==> config.mk <==
export PLATFORM = sky130hd
export DESIGN_NAME = seq_detect_1011_flat
export DESIGN_NICKNAME = d
export VERILOG_FILES = /design/src/rtl/seq_detect_1011_pkg.sv /design/src/rtl/seq_detect_1011_if.sv /design/src/rtl/seq_detect_1011_dff_ar.sv /design/src/rtl/seq_detect_1011.sv /design/src/flat_wrapper.sv
export SDC_FILE = /design/constraint.sdc
export NUM_CORES = 1
export LEC_CHECK = 0
export ABC_AREA = 1
export BUFFER_PORTS_ARGS = -buffer_cell sky130_fd_sc_hd__buf_2
export CAP_MARGIN = 20
export CORE_MARGIN = 2
export CORE_UTILIZATION = 56
export CTS_BUF_LIST = sky130_fd_sc_hd__clkbuf_8
export DETAILED_ROUTE_END_ITERATION = 6
export GPL_TIMING_DRIVEN = 0
export PLACE_DENSITY = 0.8
export SETUP_SLACK_MARGIN = 0.4
export SYNTH_ARGS = -nofsm -noshare
export SYNTH_HDL_FRONTEND = slang
export SYNTH_SLANG_ARGS = --single-unit
==> constraint.sdc <==
create_clock -name clk -period 2.6 [get_ports clk]
set_input_delay 0.39 -clock clk [delete_from_list [all_inputs] [get_ports clk]]
set_output_delay 0.39 -clock clk [all_outputs]
set_load 0.01 [all_outputs]
==> src/rtl/seq_detect_1011_pkg.sv <==
// rtl/seq_detect_1011_pkg.sv - state encoding and pattern constants for the 1011 detector
package seq_detect_1011_pkg;

  localparam int STATE_W = 3;

  typedef enum logic [STATE_W-1:0] {
    S0 = 3'd0,
    S1 = 3'd1,
    S2 = 3'd2,
    S3 = 3'd3,
    S4 = 3'd4
  } state_t;

  localparam logic [3:0] PATTERN = 4'b1011;

endpackage

==> src/rtl/seq_detect_1011_if.sv <==
// rtl/seq_detect_1011_if.sv - serial input and match/count outputs of the 1011 detector
interface seq_detect_1011_if #(parameter int CNT_W = 8);
  logic             clr;
  logic             din_valid;
  logic             din;
  logic             match;
  logic [CNT_W-1:0] match_cnt;
  logic             cnt_sat;

  modport master (output clr, din_valid, din, input match, match_cnt, cnt_sat);
  modport slave  (input clr, din_valid, din, output match, match_cnt, cnt_sat);
endinterface

==> src/rtl/seq_detect_1011_dff_ar.sv <==
// rtl/seq_detect_1011_dff_ar.sv - 1-bit D flip-flop, async active-high reset, load enable
module seq_detect_1011_dff_ar (
  input  logic clk,
  input  logic rst,
  input  logic en,
  input  logic d,
  output logic q
);

  always_ff @(posedge clk or posedge rst) begin
    if (rst)
      q <= 1'b0;
    else if (en)
      q <= d;
  end

endmodule

==> src/rtl/seq_detect_1011.sv <==
// rtl/seq_detect_1011.sv - overlapping 1011 detector with saturating match counter
// Next-state, match and counter logic are gate primitives; only the flops are behavioural.
module seq_detect_1011
  import seq_detect_1011_pkg::*;
#(
  parameter int CNT_W = 8
) (
  input  logic               clk,
  input  logic               rst,
  seq_detect_1011_if.slave   bus
);

  logic [STATE_W-1:0] st, st_n, st_d;
  logic [STATE_W-1:0] nv, hv, va, vb, mx;
  logic clr_n, v_n, d_n;
  logic a00, b01, c10;
  logic is0, is1, is2, is3, is4;
  logic o01, o24, o13, g0, g1, t1a, t1b;
  logic acc, match_d, match_q;
  logic top_n, inc_ok, cnt_en;
  logic sat_set, sat_h, sat_d, sat_q;
  logic [CNT_W:0]   carry;
  logic [CNT_W-1:0] sum, cnt_d, cnt_q, sum_all;

  not (clr_n, bus.clr);
  not (v_n, bus.din_valid);
  not (d_n, bus.din);
  not (st_n[0], st[0]);
  not (st_n[1], st[1]);
  not (st_n[2], st[2]);

  // One-hot decode of the legal states; encodings 5..7 decode to nothing and fall to S0.
  nor (a00, st[2], st[1]);
  and (is0, a00, st_n[0]);
  and (is1, a00, st[0]);
  and (b01, st_n[2], st[1]);
  and (is2, b01, st_n[0]);
  and (is3, b01, st[0]);
  nor (c10, st[1], st[0]);
  and (is4, st[2], c10);

  // Next state for an accepted bit
  or  (o01, is0, is1);
  or  (o24, is2, is4);
  or  (g0, o01, o24);
  and (nv[0], bus.din, g0);
  or  (o13, is1, is3);
  or  (g1, o13, is4);
  and (t1a, d_n, g1);
  and (t1b, bus.din, is2);
  or  (nv[1], t1a, t1b);
  and (nv[2], bus.din, is3);

  // Hold value for an idle cycle
  assign hv[0] = o13;
  or  (hv[1], is2, is3);
  assign hv[2] = is4;

  genvar i;
  generate
    for (i = 0; i < STATE_W; i++) begin : g_state
      and (va[i], bus.din_valid, nv[i]);
      and (vb[i], v_n, hv[i]);
      or  (mx[i], va[i], vb[i]);
      and (st_d[i], mx[i], clr_n);
      seq_detect_1011_dff_ar u_st (
        .clk (clk), .rst (rst), .en (1'b1), .d (st_d[i]), .q (st[i])
      );
    end
  endgenerate

  // acc: an accepted bit drives S3 -> S4, i.e. 1011 just completed
  and (acc, bus.din_valid, nv[2]);
  and (match_d, acc, clr_n);

  seq_detect_1011_dff_ar u_match (
    .clk (clk), .rst (rst), .en (1'b1), .d (match_d), .q (match_q)
  );

  // Half-adder ripple with carry-in 1; carry out of the top marks an all-ones count.
  assign carry[0] = 1'b1;
  generate
    for (i = 0; i < CNT_W; i++) begin : g_cnt
      logic xo, xn;
      and  (carry[i+1], cnt_q[i], carry[i]);
      or   (xo, cnt_q[i], carry[i]);
      nand (xn, cnt_q[i], carry[i]);
      and  (sum[i], xo, xn);
      and  (cnt_d[i], sum[i], clr_n);
      if (i == 0) begin : g_all0
        assign sum_all[0] = sum[0];
      end else begin : g_alln
        and (sum_all[i], sum_all[i-1], sum[i]);
      end
      seq_detect_1011_dff_ar u_cnt (
        .clk (clk), .rst (rst), .en (cnt_en), .d (cnt_d[i]), .q (cnt_q[i])
      );
    end
  endgenerate

  not (top_n, carry[CNT_W]);
  and (inc_ok, acc, top_n);
  or  (cnt_en, inc_ok, bus.clr);

  and (sat_set, inc_ok, sum_all[CNT_W-1]);
  or  (sat_h, sat_q, sat_set);
  and (sat_d, sat_h, clr_n);

  seq_detect_1011_dff_ar u_sat (
    .clk (clk), .rst (rst), .en (1'b1), .d (sat_d), .q (sat_q)
  );

  assign bus.match     = match_q;
  assign bus.match_cnt = cnt_q;
  assign bus.cnt_sat   = sat_q;

endmodule

==> src/flat_wrapper.sv <==
// flat-port wrapper written by rule: the top's interface ports become plain ports
module seq_detect_1011_flat import seq_detect_1011_pkg::*;
#(
  parameter int CNT_W = 8
)
  (clk, rst, bus_clr, bus_din_valid, bus_din, bus_match, bus_match_cnt, bus_cnt_sat);
  seq_detect_1011_if #(.CNT_W(CNT_W)) bus_i ();
  input  logic clk;
  input  logic rst;
  input wire logic [$bits(bus_i.clr)-1:0] bus_clr;
  input wire logic [$bits(bus_i.din_valid)-1:0] bus_din_valid;
  input wire logic [$bits(bus_i.din)-1:0] bus_din;
  output wire logic [$bits(bus_i.match)-1:0] bus_match;
  output wire logic [$bits(bus_i.match_cnt)-1:0] bus_match_cnt;
  output wire logic [$bits(bus_i.cnt_sat)-1:0] bus_cnt_sat;
  assign bus_i.clr = bus_clr;
  assign bus_i.din_valid = bus_din_valid;
  assign bus_i.din = bus_din;
  assign bus_match = bus_i.match;
  assign bus_match_cnt = bus_i.match_cnt;
  assign bus_cnt_sat = bus_i.cnt_sat;
  seq_detect_1011 #(.CNT_W(CNT_W)) u_core (.clk(clk), .rst(rst), .bus(bus_i));
endmodule
==> results of run 1 <==
[worst reg2reg max path, stage by stage, from the launching register on]
cell and delay, ns:
dfrtp_1 0.38, ha_2 0.20, ha_4 0.16, ha_4 0.16, ha_4 0.15, ha_4 0.15, ha_4 0.15, ha_4 0.26
nand2_2 0.04, nor2_1 0.09, nand2_1 0.06, nor2_1 0.12, nor2_1 0.06, nor2_1 0.09
[metal layers]
metal	track usage, %	vias up	share of wire (%)
met5	0	-	0
li1	-	331	-
met3	2.61	6	3.2
met4	9.68	0	2.3
met2	30.0	17	49
met1	26.6	304	45
[logic make-up after synthesis]
| family | count (synthesis) |
|---|---|
| flops | 13 |
| compound gates | 4 |
| fa+ha+maj | 8 |
| simple gates | 50 |
| buf+inv | 21 |
[registers in the layout, indices dropped and copies added (netlist names)]
register	flops
u_core.g_cnt.u_cnt.q	8
u_core.g_state.u_st.q	3
u_core.u_match.q	1
u_core.u_sat.q	1
[how the worst max path moves through the flow]
stage,end,depth (start not counted)
after floorplan,u_core.u_sat.q$_DFF_PP0_,13
after global placement,u_core.u_sat.q$_DFF_PP0_,13
after detailed placement,u_core.u_sat.q$_DFF_PP0_,13
after CTS,u_core.u_sat.q$_DFF_PP0_,13
after global routing,u_core.u_sat.q$_DFF_PP0_,13
final,u_core.u_sat.q$_DFF_PP0_,13
[cells in the final DEF, fill, tap and decap left out]
cell	n
nor2_4	2
nand2_2	2
nor2_2	1
nand3_4	1
ha_1	1
ha_2	1
o21ai_0	1
o31ai_1	1
inv_2	2
clkbuf_8	3
o211ai_1	1
dfrtp_1	13
nand2_4	1
ha_4	6
inv_4	1
buf_4	10
nor2_1	6
buf_2	14
a21oi_1	1
nand2_1	29
nor3_1	1
nand3_1	7
inv_1	11
[Yosys cell counts, drive strengths merged]
| cell type | n | share of area, % |
|---|---|---|
| nand2 | 32 | 16 |
| dfrtp | 13 | 41 |
| inv | 13 | 6.4 |
| nor2 | 9 | 6.4 |
| buf | 8 | 7.5 |
| ha | 8 | 13 |
| nand3 | 8 | 6.6 |
| a21oi | 1 | 0.62 |
| nor3 | 1 | 0.62 |
| o211ai | 1 | 0.94 |
| o21ai | 1 | 0.62 |
| o31ai | 1 | 0.94 |
[area by class of cell]
type / count / area [um2] / share of cell area (%)
buffer: 8 / 60.1 / 5.83
clock buffer: 3 / 41.3 / 4.01
clock inverter: 1 / 3.75 / 0.365
inverter: 13 / 51.3 / 4.98
multi-input combinational: 62 / 444 / 43.1
sequential: 13 / 325 / 31.6
tap: 15 / 18.8 / 1.82
timing repair buffer: 16 / 85.1 / 8.26
[report_power, final]
group	internal [W]	switching, W
Sequential	0.000206	0.00000221
Combinational	0.0000157	0.0000292
Clock	0.000104	0.0000769
[timing repair]
| action | 4_1_cts | 5_1_grt |
|---|---|---|
| setup endpoints to repair | 9 | 9 |
| resized for setup | 4 | 10 |
| hold buffers | 0 | 0 |
| pin swaps | 3 | 8 |
| buffers inserted | 2 | 0 |
[metrics by stage]
stage                     total power (W)  cell area (um2)  util, %  setup WS (ns)
after global placement           0.000252              890     67.5          0.311
after detailed placement         0.000253              890     67.5          0.307
after floorplan                  0.000241              801        -          0.434
after CTS                        0.000434              957     72.6          0.412
after global routing             0.000452             1030     78.2          0.338
final                            0.000435             1030     78.2          0.438
==> results.cfg, run 1 <==
[outcome]
status = completed

[setup_path]
cp_num_buf_inv = 0
ff2ff_path_depth = 13
ff2ff_setup_slack_ns = 0.44
endpoint_kind = flop
startpoint = u_core.g_cnt[0].u_cnt.q$_DFFE_PP0P_
critPathMaxStageDelay_ns = 0.38
crit_path_cell_trace = ha_2, ha_4, ha_4, ha_4, ha_4, ha_4, ha_4, nand2_2, nor2_1, nand2_1, nor2_1, nor2_1, nor2_1
cp_slowest_cell = dfrtp_1
critical_path.top_delay_family = adder cells
r2r_start = u_core.g_cnt[0].u_cnt.q$_DFFE_PP0P_
startpoint_type = flop
crit_arrival_ns = 2.34
crit_required_ns = 2.78
worstSetupPathType = flop to flop
reg2reg_to = u_core.u_sat.q$_DFF_PP0_
cpMostUsedCell = ha_4
crit_fanout = 2

[global_routing]
grt_use_total_pct = 19.4
grt-ovfl-total = 0
grt_max_degree = 14
antenna_found_initial = 0
first_global_vias = 611
grt_first_pass_wirelength_um = 2560

[job]
drv_cap = 0

[timing]
rsz0062_at_grt = yes
final.setup_skew_ns = 0.00260
hold_violations = 0
fin_crit_sh_pct = 83.2
setup_viol = 0
period_minus_slack_ns = 2.16
finalSetupTns_ns = 0
relSlewSlack_pct = 68.2
worst_pin_slew_ns = 0.477
fmax_mhz = 462
drv_slew = 0
whs_ns = 0.148

[clock_network]
htreeDepth = 1
cts_tree = built
cts.sinks = 13
numCtsBuffers = 3
clkTransAtPathRegs_ns = 0.06
ctsLongestPathBuffers = 2
insertion_delay_ns = 0.25
cts-root-buf = clkbuf_8

[route]
drt_iter0_drc = 10
drc = 0
via_per_inst = 5.02
drt-wirelength-per-cell_um = 12.5
dr.pass1.iters = 4
ant_nets = 0
vias = 658
drt_wl_total_um = 1640

[hold_path]
hold_path_class = input pin to async pin

[power_and_ir_drop]
powerDensity_mw_per_mm2 = 422
ir_worst_vdd_uv = 357
p_leak_nw = 0.561

[final_layout]
n_antenna_cell = 0
syn_to_final_growth_pct = 28.6
drive_above_1_share_pct = 37.9
nets = 130
fill_cells = 88
stdcell_count = 131

[logic_synthesis]
ys_ff_latch = 13
yosysWarnings = 0
synth_top_family_by_area = simple AND/OR/NAND/NOR gates
syn_nets = 109
ys_types = 19
syn_avg_cell_area_um2 = 8.34
yosys.area_share.simple_pct = 29.8
synth_compound_area_share_pct = 3.13
syn_inst = 96
synth_area_um2 = 801
synthXorXnorAreaFrac_pct = 0
synthAdderAreaFrac_pct = 12.5
synth_mux_area_share_pct = 0
ys_seq_area_share_pct = 40.6

[die]
num_rows = 13
die_h_um = 41.8
initial_core_util_pct = 60.8
die_area_mm2 = 0.00175
die_x_um = 41.8
io_pins = 15
core_mm2 = 0.00132

[place]
dp.cells = 125
place.port_buffers = 14
dp_hpwl_um = 1020
routabilityCongestion = 0.882
Note: power is estimated with default switching activity, not from simulation.
==> inputs of run 2 (changes only) <==
==> constraint.sdc (replaced) <==
create_clock -name clk -period 2.2 [get_ports clk]
set_input_delay 0.33 -clock clk [delete_from_list [all_inputs] [get_ports clk]]
set_output_delay 0.33 -clock clk [all_outputs]
set_load 0.01 [all_outputs]
==> run 2 against run 1 <==
Flip-flop and latch count is the same. Core utilization rose by 3.4 points. Highest routed layer unchanged. Final cell count is the same. Critical path type unchanged. Die area unchanged. Via count down 0.15%.
==> results.cfg, run 2 (synthesis results as in run 1) <==
[route]
dr.pass1.iters = 5
drt_iter0_drc = 21
drt-wirelength-per-cell_um = 12.6
vias = 657
ant_nets = 0
drc = 0
via_per_inst = 5.02
drt_wl_total_um = 1650

[clock_network]
htreeDepth = 1
cts_tree = built
cts.sinks = 13
insertion_delay_ns = 0.25
clkTransAtPathRegs_ns = 0.05
ctsHoldBuffers = 0
cts-root-buf = clkbuf_8
ctsLongestPathBuffers = 2
numCtsBuffers = 3

[place]
post-place-ws_ns = 0.0798
place.port_buffers = 14
routabilityCongestion = 0.865
dp.cells = 125
dp_hpwl_um = 1230

[die]
io_pins = 15
die_x_um = 41.8
core_mm2 = 0.00132
initial_core_util_pct = 60.8
num_rows = 13
die_area_mm2 = 0.00175
die_h_um = 41.8

[global_routing]
grt_max_degree = 14
grt_use_total_pct = 21.5
first_global_vias = 600
grt-ovfl-total = 0
grt_first_pass_wirelength_um = 2700
antenna_found_initial = 0

[setup_path]
critical_path.top_delay_family = adder cells
cpMostUsedCell = ha_4
crit_path_cell_trace = ha_2, ha_4, ha_4, ha_4, ha_4, ha_4, ha_4, nand2_2, nor2_1, nand2_1, nor2_1, nor2_1, nor2_1
critPathMaxStageDelay_ns = 0.39
cp_num_buf_inv = 0
crit_arrival_ns = 2.32
worstSetupPathType = flop to flop
startpoint_type = flop
crit_required_ns = 2.37
ff2ff_path_depth = 13
endpoint_kind = flop
reg2reg_to = u_core.u_sat.q$_DFF_PP0_
worstSetupEndpoint = u_core.u_sat.q$_DFF_PP0_
startpoint = u_core.g_cnt[0].u_cnt.q$_DFFE_PP0P_
cp_slowest_cell = dfrtp_1
r2r_start = u_core.g_cnt[0].u_cnt.q$_DFFE_PP0P_
crit_fanout = 2
ff2ff_setup_slack_ns = 0.06
worstSetupPathDepth = 13

[final_layout]
syn_to_final_growth_pct = 34.2
most-common-layout-cells = nand2_1, buf_2, dfrtp_1, inv_1, buf_4
n_antenna_cell = 0
top_register = u_core.g_cnt.u_cnt.q
stdcell_count = 131
fill_cells = 81
nets = 130
drive_above_1_share_pct = 45.7
largest_register_ffs = 8
reg_top3 = u_core.g_cnt.u_cnt.q x8, u_core.g_state.u_st.q x3
final_common_cell = nand2_1

[timing]
setup_viol = 0
relSlewSlack_pct = 68.0
fin_crit_sh_pct = 97.5
fmax_mhz = 466
worst_pin_slew_ns = 0.480
hold_violations = 0
rsz0062_at_grt = yes
drv_slew = 0
setup_slack_ns = 0.0551
final.setup_skew_ns = 0.00416
finalSetupTns_ns = 0
period_minus_slack_ns = 2.14

[power_and_ir_drop]
ir_worst_vdd_uv = 418
p_leak_nw = 0.592
powerDensity_mw_per_mm2 = 478
p_total_w = 0.000513

[hold_path]
hold_path_class = input pin to async pin

[job]
drv_cap = 0

[outcome]
status = completed
## run 2: area by class of cell
class                           instances  area (um2)  share of cell area [%]
Clock inverter                          1        3.75                   0.349
Timing Repair Buffer                   16        85.1                    7.92
Clock buffer                            3        41.3                    3.84
Multi-Input combinational cell         62         482                    44.8
Inverter                               13        58.8                    5.47
Buffer                                  8        60.1                    5.59
Sequential cell                        13         325                    30.3
Tap cell                               15        18.8                    1.75
## run 2: timing repair
item	in CTS	in global routing
endpoints found under the setup margin	9	9
resized for setup	7	9
buffers inserted	2	0
pin swaps	3	2
## run 2: worst min path at each step
| stage | to | slack [ns] | from |
|---|---|---|---|
| 4_1_cts | u_core.g_cnt[0].u_cnt.q$_DFFE_PP0P_ | 0.12 | rst |
| 5_1_grt | u_core.g_cnt[0].u_cnt.q$_DFFE_PP0P_ | 0.16 | rst |
| 6_report | u_core.g_cnt[0].u_cnt.q$_DFFE_PP0P_ | 0.1 | rst |
| 3_5_place_dp | u_core.u_sat.q$_DFF_PP0_ | 0.37 | rst |
| 2_1_floorplan | u_core.g_cnt[0].u_cnt.q$_DFFE_PP0P_ | 0.21 | rst |
| 3_3_place_gp | u_core.g_state[2].u_st.q$_DFF_PP0_ | 0.37 | rst |
## run 2: report_power, final
group	switching [W]	internal [W]	total [W]
sequential	0.00000278	0.000244	0.000247
combinational	0.0000375	0.0000198	0.0000573
clock	0.0000858	0.000123	0.000209
## run 2: metal layers
layer  share of wire, %  vias up  global-route usage, %  routed length [um]
li1                   -      332                      -                   -
met1                 42      299                   26.4                 685
met2                 51       22                   34.4                 841
met3                5.0        4                   5.22                  82
met4                2.3        0                   11.6                  38
met5                  0        -                      0                   0
## run 2: per-stage QoR
stage          instance area (um2)  utilization [%]  hold slack (ns)
5_1_grt                       1070             81.6            0.161
4_1_cts                       1040             79.3            0.119
6_report                      1070             81.6           0.0989
2_1_floorplan                  878                -            0.207
3_5_place_dp                   967             73.4            0.373
3_3_place_gp                   967             73.4            0.370
